[src/rtl/ha1588_pkg.sv]
// ha1588_pkg: constants and types shared by the PTP timestamp unit.
// Covers GMII framing bytes, PTP encapsulation fields and parser states.
package ha1588_pkg;

    localparam logic [15:0] ETH_PTP      = 16'h88F7;
    localparam logic [15:0] ETH_VLAN     = 16'h8100;
    localparam logic [15:0] ETH_IPV4     = 16'h0800;

    localparam logic [15:0] UDP_PTP_EVT  = 16'd319;
    localparam logic [15:0] UDP_PTP_GEN  = 16'd320;

    localparam logic [7:0]  GMII_PRE     = 8'h55;
    localparam logic [7:0]  GMII_SFD     = 8'hD5;
    localparam logic [7:0]  IPV4_VER_IHL = 8'h45;
    localparam logic [7:0]  IP_PROTO_UDP = 8'h11;

    localparam int          K_W          = 7;
    localparam logic [K_W-1:0] K_MAX     = 7'h7F;

    typedef enum logic [1:0] {
        ENC_L2        = 2'd0,
        ENC_L2_VLAN   = 2'd1,
        ENC_IPV4      = 2'd2,
        ENC_IPV4_VLAN = 2'd3
    } encap_e;

    typedef enum logic [1:0] {
        ST_IDLE  = 2'd0,
        ST_PRE   = 2'd1,
        ST_HDR   = 2'd2,
        ST_DRAIN = 2'd3
    } state_e;

    function automatic logic is_ptp_port(input logic [15:0] port);
        return (port == UDP_PTP_EVT) || (port == UDP_PTP_GEN);
    endfunction

endpackage

[src/rtl/gmii_ptp_parser.sv]
// gmii_ptp_parser: flags each GMII start-of-frame and classifies PTP frames.
// Extracts messageType/sequenceId from L2 or IPv4/UDP, optional 802.1Q tag.
module gmii_ptp_parser
    import ha1588_pkg::*;
#(
    parameter bit EN_VLAN = 1'b1,
    parameter bit EN_IPV4 = 1'b1
) (
    input  logic        clk,
    input  logic        rst,
    input  logic        gmii_ctrl,
    input  logic [7:0]  gmii_data,
    output logic        sof_stb,
    output logic        ptp_stb,
    output logic [3:0]  ptp_msg_type,
    output logic [15:0] ptp_seq_id,
    output logic [1:0]  ptp_encap,
    output logic        abort_stb
);

    state_e          state_q, state_d;
    logic [K_W-1:0]  k_q, k_d;
    logic            vlan_q, vlan_d;
    logic            ip_q, ip_d;
    logic [7:0]      prev_q, prev_d;
    logic [3:0]      msg_cap_q, msg_cap_d;
    logic            blk_q, blk_d;
    logic            sof_q, sof_d;
    logic            ptp_q, ptp_d;
    logic            abort_q, abort_d;
    logic [3:0]      msg_q, msg_d;
    logic [15:0]     seq_q, seq_d;
    encap_e          encap_q, encap_d;

    logic [K_W-1:0]  vo;
    logic [K_W-1:0]  p_off;
    logic [K_W-1:0]  k_inc;
    logic [15:0]     fld;

    // Offsets shift by four bytes once a VLAN tag has been seen; the
    // previous byte pairs with the current one to form 16-bit fields.
    assign vo    = vlan_q ? 7'd4 : 7'd0;
    assign p_off = (ip_q ? 7'd42 : 7'd14) + vo;
    assign k_inc = (k_q == K_MAX) ? k_q : k_q + 7'd1;
    assign fld   = {prev_q, gmii_data};

    // Next-state, field compare and output register computation.
    always_comb begin
        state_d   = state_q;
        k_d       = k_q;
        vlan_d    = vlan_q;
        ip_d      = ip_q;
        prev_d    = prev_q;
        msg_cap_d = msg_cap_q;
        blk_d     = blk_q;
        sof_d     = 1'b0;
        ptp_d     = 1'b0;
        abort_d   = 1'b0;
        msg_d     = msg_q;
        seq_d     = seq_q;
        encap_d   = encap_q;

        // A control drop re-arms preamble detection.
        if (!gmii_ctrl) begin
            blk_d = 1'b0;
        end

        unique case (state_q)
            ST_IDLE: begin
                if (gmii_ctrl) begin
                    if (gmii_data == GMII_PRE && !blk_q) begin
                        state_d = ST_PRE;
                    end else begin
                        blk_d = 1'b1;
                    end
                end
            end

            ST_PRE: begin
                if (!gmii_ctrl) begin
                    state_d = ST_IDLE;
                end else if (gmii_data == GMII_PRE) begin
                    state_d = ST_PRE;
                end else if (gmii_data == GMII_SFD) begin
                    state_d = ST_HDR;
                    sof_d   = 1'b1;
                    k_d     = '0;
                    vlan_d  = 1'b0;
                    ip_d    = 1'b0;
                end else begin
                    state_d = ST_DRAIN;
                end
            end

            ST_HDR: begin
                if (!gmii_ctrl) begin
                    state_d = ST_IDLE;
                    abort_d = 1'b1;
                end else begin
                    k_d    = k_inc;
                    prev_d = gmii_data;
                    unique case (1'b1)
                        (k_q == 7'd13 + vo): begin
                            if (EN_VLAN && !vlan_q && fld == ETH_VLAN) begin
                                vlan_d = 1'b1;
                            end else if (fld == ETH_PTP) begin
                                ip_d = 1'b0;
                            end else if (EN_IPV4 && fld == ETH_IPV4) begin
                                ip_d = 1'b1;
                            end else begin
                                state_d = ST_DRAIN;
                            end
                        end
                        (ip_q && k_q == 7'd14 + vo): begin
                            if (gmii_data != IPV4_VER_IHL) begin
                                state_d = ST_DRAIN;
                            end
                        end
                        (ip_q && k_q == 7'd23 + vo): begin
                            if (gmii_data != IP_PROTO_UDP) begin
                                state_d = ST_DRAIN;
                            end
                        end
                        (ip_q && k_q == 7'd37 + vo): begin
                            if (!is_ptp_port(fld)) begin
                                state_d = ST_DRAIN;
                            end
                        end
                        (k_q == p_off): begin
                            msg_cap_d = gmii_data[3:0];
                        end
                        (k_q == p_off + 7'd31): begin
                            state_d = ST_DRAIN;
                            ptp_d   = 1'b1;
                            msg_d   = msg_cap_q;
                            seq_d   = fld;
                            encap_d = encap_e'({ip_q, vlan_q});
                        end
                        default: begin
                        end
                    endcase
                end
            end

            ST_DRAIN: begin
                if (!gmii_ctrl) begin
                    state_d = ST_IDLE;
                end
            end

            default: begin
                state_d = ST_IDLE;
            end
        endcase
    end

    // State and output registers; reset blocks preamble until ctrl drops.
    always_ff @(posedge clk or negedge rst) begin
        if (!rst) begin
            state_q   <= ST_IDLE;
            k_q       <= '0;
            vlan_q    <= 1'b0;
            ip_q      <= 1'b0;
            prev_q    <= 8'h00;
            msg_cap_q <= 4'h0;
            blk_q     <= 1'b1;
            sof_q     <= 1'b0;
            ptp_q     <= 1'b0;
            abort_q   <= 1'b0;
            msg_q     <= 4'h0;
            seq_q     <= 16'h0000;
            encap_q   <= ENC_L2;
        end else begin
            state_q   <= state_d;
            k_q       <= k_d;
            vlan_q    <= vlan_d;
            ip_q      <= ip_d;
            prev_q    <= prev_d;
            msg_cap_q <= msg_cap_d;
            blk_q     <= blk_d;
            sof_q     <= sof_d;
            ptp_q     <= ptp_d;
            abort_q   <= abort_d;
            msg_q     <= msg_d;
            seq_q     <= seq_d;
            encap_q   <= encap_d;
        end
    end

    assign sof_stb      = sof_q;
    assign ptp_stb      = ptp_q;
    assign abort_stb    = abort_q;
    assign ptp_msg_type = msg_q;
    assign ptp_seq_id   = seq_q;
    assign ptp_encap    = encap_q;

endmodule

[config.mk]
export PLATFORM = sky130hd
export DESIGN_NAME = gmii_ptp_parser
export DESIGN_NICKNAME = d
export VERILOG_FILES = /design/src/rtl/ha1588_pkg.sv /design/src/rtl/gmii_ptp_parser.sv
export SDC_FILE = /design/constraint.sdc
export NUM_CORES = 1
export LEC_CHECK = 0
export CAP_MARGIN = 20
export CORE_MARGIN = 10
export CORE_UTILIZATION = 56
export CTS_BUF_LIST = sky130_fd_sc_hd__clkbuf_8
export CTS_CLUSTER_SIZE = 24
export DETAILED_ROUTE_END_ITERATION = 10
export GPL_ROUTABILITY_DRIVEN = 0
export PLACE_DENSITY = 0.82
export SETUP_SLACK_MARGIN = 0.05
export SLEW_MARGIN = 5
export SYNTH_ARGS = -nofsm -noshare
export SYNTH_HDL_FRONTEND = slang
export SYNTH_SLANG_ARGS = --single-unit
export TNS_END_PERCENT = 100
[constraint.sdc]
create_clock -name clk -period 2.7 [get_ports clk]
set_clock_uncertainty 0.15 [all_clocks]
set_input_delay 0.675 -clock clk [delete_from_list [all_inputs] [get_ports clk]]
set_output_delay 0.675 -clock clk [all_outputs]
set_load 0.01 [all_outputs]
[Word-level counts from Yosys, hierarchy flattened]
Cells that the tools add are included.
Cells by class
  mux-type cells: 49
  equality and inequality tests: 38
  add/sub/neg operators: 7
  reduce and logical (&&, ||, !) cells: 17
Operator list (number)
  7-bit two-way mux: 5
  16-bit == test, second input constant: 2
  16-bit by 9-bit == test with 1-bit output, second input constant: 2
  1-bit two-way mux: 25
  2-bit two-way mux: 12
  4-bit inequality test, second input constant: 6
  2-bit inequality test, second input constant: 11
  7-bit == test: 3
  16-bit by 12-bit == test with 1-bit output, second input constant: 1
  7-bit by 5-bit == test with 1-bit output: 2
  7-bit one-hot mux with 2 select lines: 1
  4-bit by 3-bit adder with 5-bit output, first input constant: 2
  2-bit one-hot mux with 5 select lines: 1
  10-bit AND reduction: 1
  8-bit by 7-bit == test with 1-bit output, second input constant: 1
  8-bit == test, second input constant: 1
  8-bit by 5-bit inequality test with 1-bit output, second input constant: 1
  8-bit by 7-bit inequality test with 1-bit output, second input constant: 1
  2-bit one-hot mux with 4 select lines: 1
  8-bit AND reduction: 1
  6-bit by 3-bit adder with 7-bit output: 1
  6-bit by 3-bit adder with 7-bit output, first input constant: 1
  7-bit by 1-bit adder with 7-bit output, second input constant: 1
  7-bit by 5-bit adder with 7-bit output, second input constant: 1
  other kinds (19): 27
Word-level totals
  output and inout port bits: 25
  bits in registers: 49
  logic and storage cells: 124
  input bits: 11

[Longest topological paths before layout]
  depth after elaboration: 7
  gate-level depth with buffers: 9
  gate-level depth less buffers: 8

[Worst setup path after synthesis]
No wires, ideal clock.
  path type: input -> register
  from: in gmii_data[3]
  to: reg state_q[0]
  stages: 6
  path slack: 403 ps
  setup time: 118 ps
  buffers on the path: 0
  required time: 2432 ps
  arrival time: 2029 ps
  cells stage by stage: or4_4 -> nand2b_4 -> nor4_4 -> nor2_1 -> o21a_1 -> a21o_1
Between the ends
  cells in the longest elaborated chain, start to end: 5
  elaborated cells on any way between the ends: 24
  classes of those cells: eq/ne: 16; mux: 4; reduce/logical: 4
Ends and longest elaborated chain
  start, declared: line gmii_ptp_parser.sv:12  | input logic [7:0] gmii_data,
  8-bit == test: line gmii_ptp_parser.sv:84  | end else if (gmii_data == GMII_SFD) begin
  1-bit two-way mux: line gmii_ptp_parser.sv:84
  2-bit two-way mux: line gmii_ptp_parser.sv:82  | end else if (gmii_data == GMII_PRE) begin
  2-bit two-way mux: line gmii_ptp_parser.sv:80  | if (!gmii_ctrl) begin
  2-bit one-hot mux with 4 select lines: line gmii_ptp_parser.sv:68  | unique case (state_q)
  end signal, assigned: line gmii_ptp_parser.sv:174  | state_q <= state_d;
  end, declared: line gmii_ptp_parser.sv:21  | state_e state_q, state_d;
Several ways; a longest one is shown, not always the timed one.
A chain may end at the register's enable or synchronous reset.

[Final worst setup path]
Same ends and word-level chain as after synthesis.

==> impl_metrics.env <==
export IMPL_fp_dieW_um=86.7
export IMPL_clk_pin_slew_worst_paths_ns=0.10
export IMPL_viasPerCell=5.92
export IMPL_cts_sinks=49
export IMPL_cts_resized=0
export IMPL_crit_family="simple AND/OR/NAND/NOR gates"
export IMPL_synth_area_mm2=0.00249
export IMPL_post_dp_hpwl_mm=4.06
export IMPL_ys_flop_type="dfrtp_1"
export IMPL_synth_xor_area_share_pct=2.11
export IMPL_synth_compound_area_share_pct=6.98
export IMPL_synthArstFlopShare_pct=100
export IMPL_setup_ws_ns=0.174
export IMPL_slew_viol_final=0
export IMPL_stdcell_count=318
export IMPL_clock_latency_ns=0.32
export IMPL_grt_pass1_vias=1857
export IMPL_detail_route_iter0_violations=94
export IMPL_rows=24
export IMPL_hold_violations=0
export IMPL_first_pass_iters=5
export IMPL_finish_utilization_pct=72.2
export IMPL_rsz0062_at_grt="no"
export IMPL_start_util_pct=57.6
export IMPL_num_nets_final=280
export IMPL_crit_path_max_incr_delay_ns=0.55
export IMPL_syn_area_per_cell_um2=11.8
export IMPL_peakVddDrop_mv=0.461
export IMPL_grt_max_degree=24
export IMPL_synth_edf_count=0
export IMPL_tritoncts="done"
export IMPL_io_pins=36
export IMPL_cp_start_kind="input port"
export IMPL_ys_seq_area_share_pct=49.2
export IMPL_synth_nets=226
export IMPL_grt_total_usage_pct=15.0
export IMPL_portBuffers=35
export IMPL_synthMuxAreaShare_pct=15.4
export IMPL_cap_violations=0
export IMPL_status="completed"
export IMPL_period_needed_ns=2.53
export IMPL_tns_ns=0
export IMPL_synth_simple_area_share_pct=21.3
export IMPL_critical_path_max_fanout=4
export IMPL_max_freq_mhz=396
export IMPL_grt_pass1_wl_mm=9.14
export IMPL_slew_headroom_pct=64.1
export IMPL_required_ns=2.75
export IMPL_drc=0
export IMPL_cts_path_max_buffers=2
export IMPL_critPathKind="in -> reg"
export IMPL_power_density_mw_per_mm2=608
export IMPL_avgRoutedWirePerCell_um=17.3
export IMPL_cp_end_kind="flip-flop"
export IMPL_num_vias=1882
export IMPL_synth_top_family_by_area="simple AND/OR/NAND/NOR gates"
export IMPL_route_final_wire_length_mm=5.49
export IMPL_antenna_left=0
export IMPL_design_die_area_mm2=0.00752
export IMPL_overflow=0
export IMPL_yosysWarnings=0
export IMPL_tightest_slew_ns=0.534
export IMPL_slowest_stage="or4_4"
export IMPL_timing_hold_ws_ns=0.0924
export IMPL_drive_gt1_share_pct=28.6
export IMPL_setup_viol_count_final=0
export IMPL_power_leakage_nw=1.38
export IMPL_dp_cells=310
export IMPL_worst_path_buf_inv=1
export IMPL_nFillCells=320
export IMPL_synth_adder_area_share_pct=2.01
export IMPL_worstPathArrival_ns=2.58
export IMPL_crit_chain="clkdlybuf4s50_1 -> or4_4 -> nand2b_4 -> nor4_4 -> nor2_1 -> o21a_1 -> a21o_1"
export IMPL_seqCellArea_mm2=0.00123
export IMPL_die_h_um=86.7
export IMPL_syn_to_final_growth_pct=25.3
export IMPL_ys_seq_elements=49
export IMPL_synthCells=211
export IMPL_antenna_found_initial=0
export IMPL_cts_root_buf="clkbuf_8"
export IMPL_worstHoldPathType="in -> async"
export IMPL_cts_setup_buffers=0
export IMPL_synth_cell_type_count=47
export IMPL_core_area_mm2=0.00432
export IMPL_period_share_pct=93.6
export IMPL_cts_made_buffers=5
export IMPL_pre_cts_ws_ns=-0.148
export IMPL_diodes=0
export IMPL_ctsHoldBuffers=0
export IMPL_cts_max_level=2
export IMPL_multi_input_area_mm2=0.00119
## Yosys cell counts, types with 2 or more instances
cell	n	share of area, %
a21oi_1	7	1.4
nand4bb_1	2	0.90
and4_1	3	1.1
o21a_1	2	0.60
inv_1	7	1.1
nand4b_1	2	0.70
nor4_4	2	1.7
o21ai_0	6	1.2
nor3b_1	3	0.90
nand2b_1	5	1.3
buf_2	9	1.8
nand3_1	2	0.40
nor4_1	2	0.50
nand4_1	6	1.5
o221ai_1	2	0.70
nor4bb_1	3	1.2
ha_1	4	2.0
nor2_1	14	2.1
and3b_1	4	1.4
dfrtp_1	48	48
nor4_2	2	1.0
xor2_1	4	1.4
mux2_2	34	15
nor3_1	5	1.0
xnor2_1	2	0.70
and3_1	3	0.75
nand2_1	8	1.2
## registers in the layout, indices dropped and copies added (netlist names)
register / count
sof_stb: 1
ip_q: 1
msg_cap_q: 4
blk_q: 1
ptp_msg_type: 4
vlan_q: 1
ptp_seq_id: 16
k_q: 7
ptp_stb: 1
ptp_encap: 2
state_q: 2
abort_stb: 1
prev_q: 8
## power by group
part | internal, W | total, W | switching, W
combinational | 0.000233 | 0.000472 | 0.000238
clock | 0.000184 | 0.000446 | 0.000262
sequential | 0.000850 | 0.000981 | 0.000131
total | 0.00127 | 0.00190 | 0.000632
## cell type report
cell class / instances / share of cell area (%)
flip-flops and latches: 49 / 39.3
inverters: 7 / 0.842
well taps: 52 / 2.08
multi-input cells: 145 / 38.1
repair buffers: 57 / 16.8
clock buffers: 5 / 2.20
clock inverters: 3 / 0.681
## routing by layer
layer	vias to the layer above	wire [um]	global-route usage (%)
li1	886	-	-
met1	915	2400	19.2
met2	67	2590	23.3
met3	14	401	4.41
met4	0	102	5.74
met5	-	0	0
## path summary, 6_finish.rpt
| check | cells past startpoint | endpoint | slack (ns) | start |
|---|---|---|---|---|
| max in group asynchronous | 2 | abort_stb | 1.73 | rst |
| setup reg to reg | 6 | msg_cap_q[0] | 0.32 | ip_q |
| min in group clk | 2 | blk_q | 0.36 | blk_q |
| hold / removal | 1 | ptp_msg_type[0] | 0.09 | rst |
| setup / recovery | 7 | state_q[0] | 0.17 | gmii_data[3] |
| hold reg to reg | 2 | blk_q | 0.36 | blk_q |
## metrics by stage
step	power, W	instance area, um2
after floorplan	0.00130	2490
after global placement	0.00145	3030
after detailed placement	0.00147	3030
after CTS	0.00191	3120
after global routing	0.00201	3120
final	0.00190	3120
## worst reg2reg max path, cell delays in order (launching register included)
cell	delay, ns
dfrtp_1	0.56
inv_1	0.08
ha_1	0.29
xnor2_1	0.14
o21ai_1	0.14
nor4_2	0.50
mux2_2	0.40
## kinds of logic (layout without fill, tap and decap cells)
| logic type | Yosys count | in the layout |
|---|---|---|
| xor+xnor | 6 | 6 |
| fa+ha+maj | 4 | 4 |
| buf+inv | 17 | 72 |
| flops | 49 | 49 |
| mux | 34 | 34 |
| simple gates | 76 | 76 |
| compound gates | 25 | 25 |
## placed cells by master (no fill, tap or decap), types with 2 or more instances in the layout
cell / instances
nand2b_1: 5
xnor2_1: 2
nor3b_1: 3
nand4bb_1: 2
nor4_4: 2
o221ai_1: 2
and3_1: 3
buf_4: 21
nor2_1: 14
nor4bb_1: 3
a21oi_1: 7
nand2_1: 8
xor2_1: 4
dfrtp_1: 48
and4_1: 3
mux2_2: 34
and3b_1: 4
inv_1: 7
nor4_2: 2
ha_1: 4
nand4_1: 6
nand4b_1: 2
clkdlybuf4s50_1: 34
nand3_1: 2
clkbuf_8: 5
nor3_1: 5
o21ai_0: 6
nor4_1: 2
o21a_1: 2
Power figures use the tool's default switching activity.
